### config.mk
export PLATFORM = sky130hd
export DESIGN_NAME = rom_stream_reader
export DESIGN_NICKNAME = d
export VERILOG_FILES = /design/src/rtl/rom_stream_pkg.sv /design/src/rtl/rom_stream_reader_fifo.sv /design/src/rtl/rom_stream_reader.sv
export SDC_FILE = /design/constraint.sdc
export NUM_CORES = 1
export LEC_CHECK = 0
export CORE_ASPECT_RATIO = 1.1
export CORE_MARGIN = 3
export CORE_UTILIZATION = 27
export CTS_BUF_LIST = sky130_fd_sc_hd__clkbuf_8
export CTS_CLUSTER_DIAMETER = 50
export DETAILED_ROUTE_END_ITERATION = 16
export GPL_TIMING_DRIVEN = 0
export PLACE_DENSITY = 0.52
export SLEW_MARGIN = 20
export SYNTH_ARGS = -nofsm -noshare
export SYNTH_HDL_FRONTEND = slang
export SYNTH_SLANG_ARGS = --single-unit
export TNS_END_PERCENT = 100
### constraint.sdc
create_clock -name clk -period 5.5 [get_ports clk]
set_clock_uncertainty 0.15 [all_clocks]
set_input_delay 0.825 -clock clk [delete_from_list [all_inputs] [get_ports clk]]
set_output_delay 0.825 -clock clk [all_outputs]
set_load 0.01 [all_outputs]
### src/rtl/rom_stream_pkg.sv
// Shared types and sizing helpers for the ROM stream reader.
// Imported by the FIFO and the top-level sequencer.
package rom_stream_pkg;

  typedef enum logic [1:0] {
    IDLE  = 2'd0,
    READ  = 2'd1,
    DRAIN = 2'd2
  } state_t;

  localparam int ADDR_W_DEF     = 3;
  localparam int DATA_W_DEF     = 4;
  localparam int RD_LAT_DEF     = 1;
  localparam int FIFO_DEPTH_DEF = 4;

  function automatic int cnt_width(
    input int depth
  );
    return $clog2(depth + 1);
  endfunction

endpackage

### src/rtl/rom_stream_reader_fifo.sv
// Registered-storage FIFO with first-word-visible output.
// Holds ROM words plus their last flag.
module sync_fifo
  import rom_stream_pkg::*;
#(
  parameter int W     = DATA_W_DEF + 1,
  parameter int DEPTH = FIFO_DEPTH_DEF,
  parameter int CW    = cnt_width(DEPTH)
) (
  input  logic          clk,
  input  logic          rst_n,
  input  logic          push,
  input  logic          pop,
  input  logic [W-1:0]  din,
  output logic [W-1:0]  dout,
  output logic [CW-1:0] count,
  output logic          empty,
  output logic          full
);

  localparam int PW = (DEPTH > 1) ? $clog2(DEPTH) : 1;

  logic [W-1:0]  mem [DEPTH];
  logic [PW-1:0] wr_ptr;
  logic [PW-1:0] rd_ptr;
  logic          do_push;
  logic          do_pop;

  assign empty   = (count == '0);
  assign full    = (count == CW'(DEPTH));
  assign do_push = push & ~full;
  assign do_pop  = pop & ~empty;
  assign dout    = mem[rd_ptr];

  always_ff @(posedge clk or negedge rst_n) begin
    if (!rst_n) begin
      for (int i = 0; i < DEPTH; i++) begin
        mem[i] <= '0;
      end
      wr_ptr <= '0;
      rd_ptr <= '0;
      count  <= '0;
    end else begin
      if (do_push) begin
        mem[wr_ptr] <= din;
        wr_ptr <= (wr_ptr == PW'(DEPTH - 1))
                ? '0 : wr_ptr + PW'(1);
      end
      if (do_pop) begin
        rd_ptr <= (rd_ptr == PW'(DEPTH - 1))
                ? '0 : rd_ptr + PW'(1);
      end
      case ({do_push, do_pop})
        2'b10:   count <= count + CW'(1);
        2'b01:   count <= count - CW'(1);
        default: count <= count;
      endcase
    end
  end

endmodule

### src/rtl/rom_stream_reader.sv
// Burst sequencer for the synchronous lookup ROM.
// Credit-limited issue keeps every returned word in the output FIFO.
module rom_stream_reader
  import rom_stream_pkg::*;
#(
  parameter int ADDR_W     = ADDR_W_DEF,
  parameter int DATA_W     = DATA_W_DEF,
  parameter int RD_LAT     = RD_LAT_DEF,
  parameter int FIFO_DEPTH = FIFO_DEPTH_DEF
) (
  input  logic              clk,
  input  logic              rst_n,
  input  logic              cmd_valid,
  output logic              cmd_ready,
  input  logic [ADDR_W-1:0] cmd_base,
  input  logic [ADDR_W:0]   cmd_len,
  output logic [ADDR_W-1:0] rom_addr,
  input  logic [DATA_W-1:0] rom_data,
  output logic              out_valid,
  input  logic              out_ready,
  output logic [DATA_W-1:0] out_data,
  output logic              out_last,
  output logic              busy
);

  localparam int CW = cnt_width(FIFO_DEPTH);
  localparam int UW = CW + 1;
  localparam int LW = ADDR_W + 1;
  localparam logic [UW-1:0] DEPTH_U = UW'(FIFO_DEPTH);

  state_t            state;
  state_t            state_nx;
  logic [ADDR_W-1:0] next_addr;
  logic [LW-1:0]     remaining;
  logic [CW-1:0]     inflight;
  logic [RD_LAT:0]   pv;
  logic [RD_LAT:0]   pl;

  logic [ADDR_W-1:0] iss_addr;
  logic [LW-1:0]     rem_src;
  logic              iss_last;
  logic              issue;
  logic              accept;
  logic              push;
  logic              pop;
  logic [UW-1:0]     used;
  logic [DATA_W:0]   fifo_din;
  logic [DATA_W:0]   fifo_dout;
  logic [CW-1:0]     fifo_count;
  logic              fifo_empty;
  logic              fifo_full;

  assign cmd_ready = rst_n & (state == IDLE);
  assign busy      = (state != IDLE);
  assign accept    = cmd_valid & cmd_ready
                   & (cmd_len != '0);

  // Pops in flight this cycle are not credited back.
  assign used = UW'(inflight) + UW'(fifo_count);

  always_comb begin
    iss_addr = next_addr;
    rem_src  = remaining;
    issue    = 1'b0;
    if (state == IDLE) begin
      iss_addr = cmd_base;
      rem_src  = cmd_len;
      issue    = accept;
    end else if (state == READ) begin
      issue = (remaining != '0) & ~fifo_full
            & (used < DEPTH_U);
    end
    iss_last = (rem_src == LW'(1));
  end

  assign push     = pv[RD_LAT];
  assign fifo_din = {pl[RD_LAT], rom_data};
  assign pop      = out_valid & out_ready;

  assign out_valid = ~fifo_empty;
  assign out_data  = fifo_dout[DATA_W-1:0];
  assign out_last  = fifo_dout[DATA_W] & ~fifo_empty;

  always_comb begin
    state_nx = state;
    case (state)
      IDLE: begin
        if (issue) begin
          state_nx = iss_last ? DRAIN : READ;
        end
      end
      READ: begin
        if (issue && iss_last) begin
          state_nx = DRAIN;
        end
      end
      DRAIN: begin
        if (pop && fifo_dout[DATA_W]) begin
          state_nx = IDLE;
        end
      end
      default: state_nx = IDLE;
    endcase
  end

  always_ff @(posedge clk or negedge rst_n) begin
    if (!rst_n) begin
      state     <= IDLE;
      rom_addr  <= '0;
      next_addr <= '0;
      remaining <= '0;
      inflight  <= '0;
      pv        <= '0;
      pl        <= '0;
    end else begin
      state <= state_nx;
      pv    <= {pv[RD_LAT-1:0], issue};
      pl    <= {pl[RD_LAT-1:0], issue & iss_last};
      if (issue) begin
        rom_addr  <= iss_addr;
        next_addr <= iss_addr + ADDR_W'(1);
        remaining <= rem_src - LW'(1);
      end
      case ({issue, push})
        2'b10:   inflight <= inflight + CW'(1);
        2'b01:   inflight <= inflight - CW'(1);
        default: inflight <= inflight;
      endcase
    end
  end

  sync_fifo #(
    .W     (DATA_W + 1),
    .DEPTH (FIFO_DEPTH),
    .CW    (CW)
  ) u_fifo (
    .clk   (clk),
    .rst_n (rst_n),
    .push  (push),
    .pop   (pop),
    .din   (fifo_din),
    .dout  (fifo_dout),
    .count (fifo_count),
    .empty (fifo_empty),
    .full  (fifo_full)
  );

endmodule

==> flow_summary_export.csv, run 1 <==
group,metric,value,unit
min_path,hold_start,"pv[0]",
logic_synthesis,netlist.area_leader.share,0.479,
sta,slew_violations,0,
route,num_vias,1582,
floorplanning,die_x,96.0,µm
cells_and_area,area.sequential,0.00115,mm²
logic_synthesis,synth-seq-area-share,0.479,
setup_path,cp_top_family,"simple AND/OR/NAND/NOR gates",
sta,fin_crit_sh,0.612,
sta,relSlewSlack,0.450,
logic_synthesis,synth_edf_count,0,
setup_path,slowest_stage,"or4_4",
logic_synthesis,ys_ff_latch,46,
setup_path,startpoint,"cmd_len[0]",
setup_path,arrival,3450,ps
power,p_leak,0.00126,µW
cts,tritoncts,"done",
cells_and_area,diodes,0,
global_route,antenna_found_initial,0,
placement,portBuffers,25,
logic_synthesis,yosys.area.top_type,"dfrtp_1",
floorplanning,core_area,0.00854,mm²
sta,worst_pin_slew,817,ps
setup_path,path_max_fanout,10,
route,wl_per_cell,13.1,µm
run_status,status,"finished, final reports clean",
cts,numCtsBuffers,5,
setup_path,cp_num_buf_inv,4,
route,antenna_left,0,
cts,clock-sinks,46,
floorplanning,fp.dieH,105,µm
sta,fin_crit,3360,ps
sta,finalSetupTns,0,ps
setup_path,cp_data_required_time,5580,ps
global_route,grt_start_max_net_pins,50,
cells_and_area,layout-drive-gt1-share,0.221,
cells_and_area,areaGrowthSynthToFinish,19.9,%
setup_path,start_kind,"primary input",
cells_and_area,fin_cells,346,
setup_path,worst-path-stages,12,
setup_path,path_class,"primary input to flop",
cts,postCtsResizedCells,0,
logic_synthesis,synthCells,202,
logic_synthesis,yosysWarnings,0,
route,firstDrtPassIters,4,
setup_path,cp-end-kind,"flop",
global_route,grt-ovfl-total,0,
route,avgViaCountPerCell,4.57,
route,first_iter_violations,9,
logic_synthesis,syn_area_per_cell,11.9,µm²
global_route,grt_use_total,0.0986,
sta,hold-worst-slack,206,ps
placement,routabilityCongestion,0.722,
cells_and_area,nets,263,
min_path,holdPathStages,0,
cts,clock_latency,300,ps
cells_and_area,multiInputGateArea,0.00116,mm²
route,drt_drc_violations_left,0,
placement,dp_cells,338,
cts,clockBufferDepth,2,
logic_synthesis,syn_area,0.00240,mm²
power,power,1630,µW
floorplanning,start_util,0.281,
global_route,grt_pass1_vias,1650,
global_route,grt_pass1_wl,7730,µm
logic_synthesis,yosysMostFrequentCell,"dfrtp_1",
logic_synthesis,ys_async_sr_fraction,1.00,
logic_synthesis,synth.area.top_cells,"dfrtp_1 48%, mux2_2 12%, ha_1 6.2%",
setup_path,slowest_delay,580,ps
floorplanning,die_area,0.0101,mm²
power,peakVddDrop,0.234,mV
sta,final-hold-violation-count,0,
cts,clock-root-buffer,"clkbuf_8",
floorplanning,io_pins,26,
cts,clkTransAtPathRegs,90,ps
cts,holdBufCountCts,0,
run,maxCapViolCount,0,
sta,fmax,0.297,GHz
logic_synthesis,synth_nets,231,
logic_synthesis,synth_common_cells,"46 x dfrtp_1, 25 x mux2_2, 15 x inv_1, 13 x nand2_1, 12 x ha_1",
cells_and_area,post-route-util,0.338,
placement,hpwlAfterDp,3230,µm
sta,rsz0062_at_grt,"no",
floorplanning,rows,35,
setup_path,path_cells,"clkdlybuf4s50_1 -> or4_4 -> nand4_4 -> o21ai_4 -> buf_6 -> inv_1 -> ha_1 -> inv_1 -> fa_1 -> xor2_1 -> nor2_1 -> xor2_1",
power,power.density,565,mW/mm²
min_path,min_path_type,"flop to flop",
cts,cts_setup_buffers,0,
setup_path,rr_worst_depth,10,
logic_synthesis,synth_ff_type,"dfrtp_1",
setup_path,r2r_start,"remaining[1]",
logic_synthesis,synth.distinct_cells,40,
cts,cts_max_level,2,
sta,setup_viol,0,
cells_and_area,fillers,875,
route,totalWireLength,4540,µm
cell type report:
class | instances | area share
Buffer | 6 | 0.0122
Tap cell | 111 | 0.0482
Clock inverter | 3 | 0.00825
Multi-Input combinational cell | 135 | 0.403
Sequential cell | 46 | 0.399
Inverter | 15 | 0.0195
Timing Repair Buffer | 25 | 0.0859
Clock buffer | 5 | 0.0239
worst register-to-register path, stage by stage (launching register included):
cell and delay, ps:
dfrtp_1 440, nor4_1 730, o21ai_4 140, buf_6 180, inv_1 100, ha_1 200
inv_1 60, fa_1 380, xor2_1 150, nor2_1 110, xor2_1 150
sequential cells by signal, indices dropped and copies added, names as in the netlist:
signal,count
u_fifo.mem,20
remaining,4
inflight,3
next_addr,3
rom_addr,3
u_fifo.count,3
pl,2
pv,2
state,2
u_fifo.rd_ptr,2
u_fifo.wr_ptr,2
final timing paths:
path / to / slack (ps)
min reg2reg: pv[1] / 210
min in group asynchronous: u_fifo.count[1] / 390
max reg2reg: inflight[2] / 2640
min: pv[1] / 210
max in group asynchronous: u_fifo.wr_ptr[1] / 4390
max: inflight[2] / 2140
power breakdown:
group / internal (µW) / switching (µW)
clock: 91.1 / 126
sequential: 491 / 103
combinational: 440 / 378
cells by family (layout without fill, tap and decap cells):
family | after synthesis | count (layout) | share of synthesized area
buffers and inverters | 21 | 54 | 0.0380
adder cells (fa/ha/maj) | 14 | 14 | 0.0791
XOR/XNOR | 6 | 6 | 0.0219
flip-flops | 46 | 46 | 0.479
AO/OA/AOI/OAI | 28 | 28 | 0.0739
multiplexers | 32 | 32 | 0.172
AND/OR/NAND/NOR | 55 | 55 | 0.136
layout by cell type (no fill, tap or decap), types with 2 or more instances in the layout:
cell type and instances:
nand2_4 4, or3_1 2, mux2i_1 2, clkinvlp_4 2
o21ai_0 11, mux2_2 25, nand3_1 3, ha_1 12
xnor2_1 2, nor3_1 7, nor4_1 2, nor2_1 11
o21a_1 3, dfrtp_1 46, clkbuf_8 5, xor2_1 4
a21oi_1 6, inv_1 15, fa_1 2, clkdlybuf4s50_1 24
and2_1 4, mux4_2 5, nand2_1 13, buf_2 4
metrics by stage:
| stage | worst slack, ps | area [µm²] |
|---|---|---|
| global placement | 558 | 2790 |
| CTS | 2140 | 2880 |
| detailed placement | 1800 | 2790 |
| floorplan | 2480 | 2400 |
| finish | 2140 | 2880 |
| global route | 1990 | 2880 |
routing by layer:
| layer | vias up | track usage | wire [µm] |
|---|---|---|---|
| li1 | 778 | - | - |
| met1 | 764 | 0.130 | 2140 |
| met2 | 32 | 0.154 | 2120 |
| met3 | 8 | 0.0223 | 192 |
| met4 | 0 | 0.0407 | 81 |
| met5 | - | 0 | 0 |
No activity file was read; power rests on OpenSTA's default activity.
==> inputs of run 2 (changes only) <==
clock period = 3.3 ns   (was 5.5 ns; I/O delays follow)
==> results of run 2 <==
Same layout as run 1 (identical final DEF). Status: finished, final reports clean.
Among the figures that moved: setup slack after placement 1800 ps -> -73.5 ps; setup slack after layout 2140 ps -> 267 ps; hold slack 206 ps -> 65.0 ps; register-to-register setup slack 2640 ps -> 440 ps; total power 1630 µW -> 2720 µW; worst IR drop on VDD 0.234 mV -> 0.390 mV
==> inputs of run 3 (changes only) <==
TNS_END_PERCENT = default   (was 100)
==> results of run 3 <==
Same layout as run 1 (identical final DEF). Status: finished, final reports clean.
Among the figures that moved: setup slack after placement 1800 ps -> -73.5 ps; setup slack after layout 2140 ps -> 267 ps; hold slack 206 ps -> 65.0 ps; register-to-register setup slack 2640 ps -> 440 ps; total power 1630 µW -> 2720 µW; worst IR drop on VDD 0.234 mV -> 0.390 mV
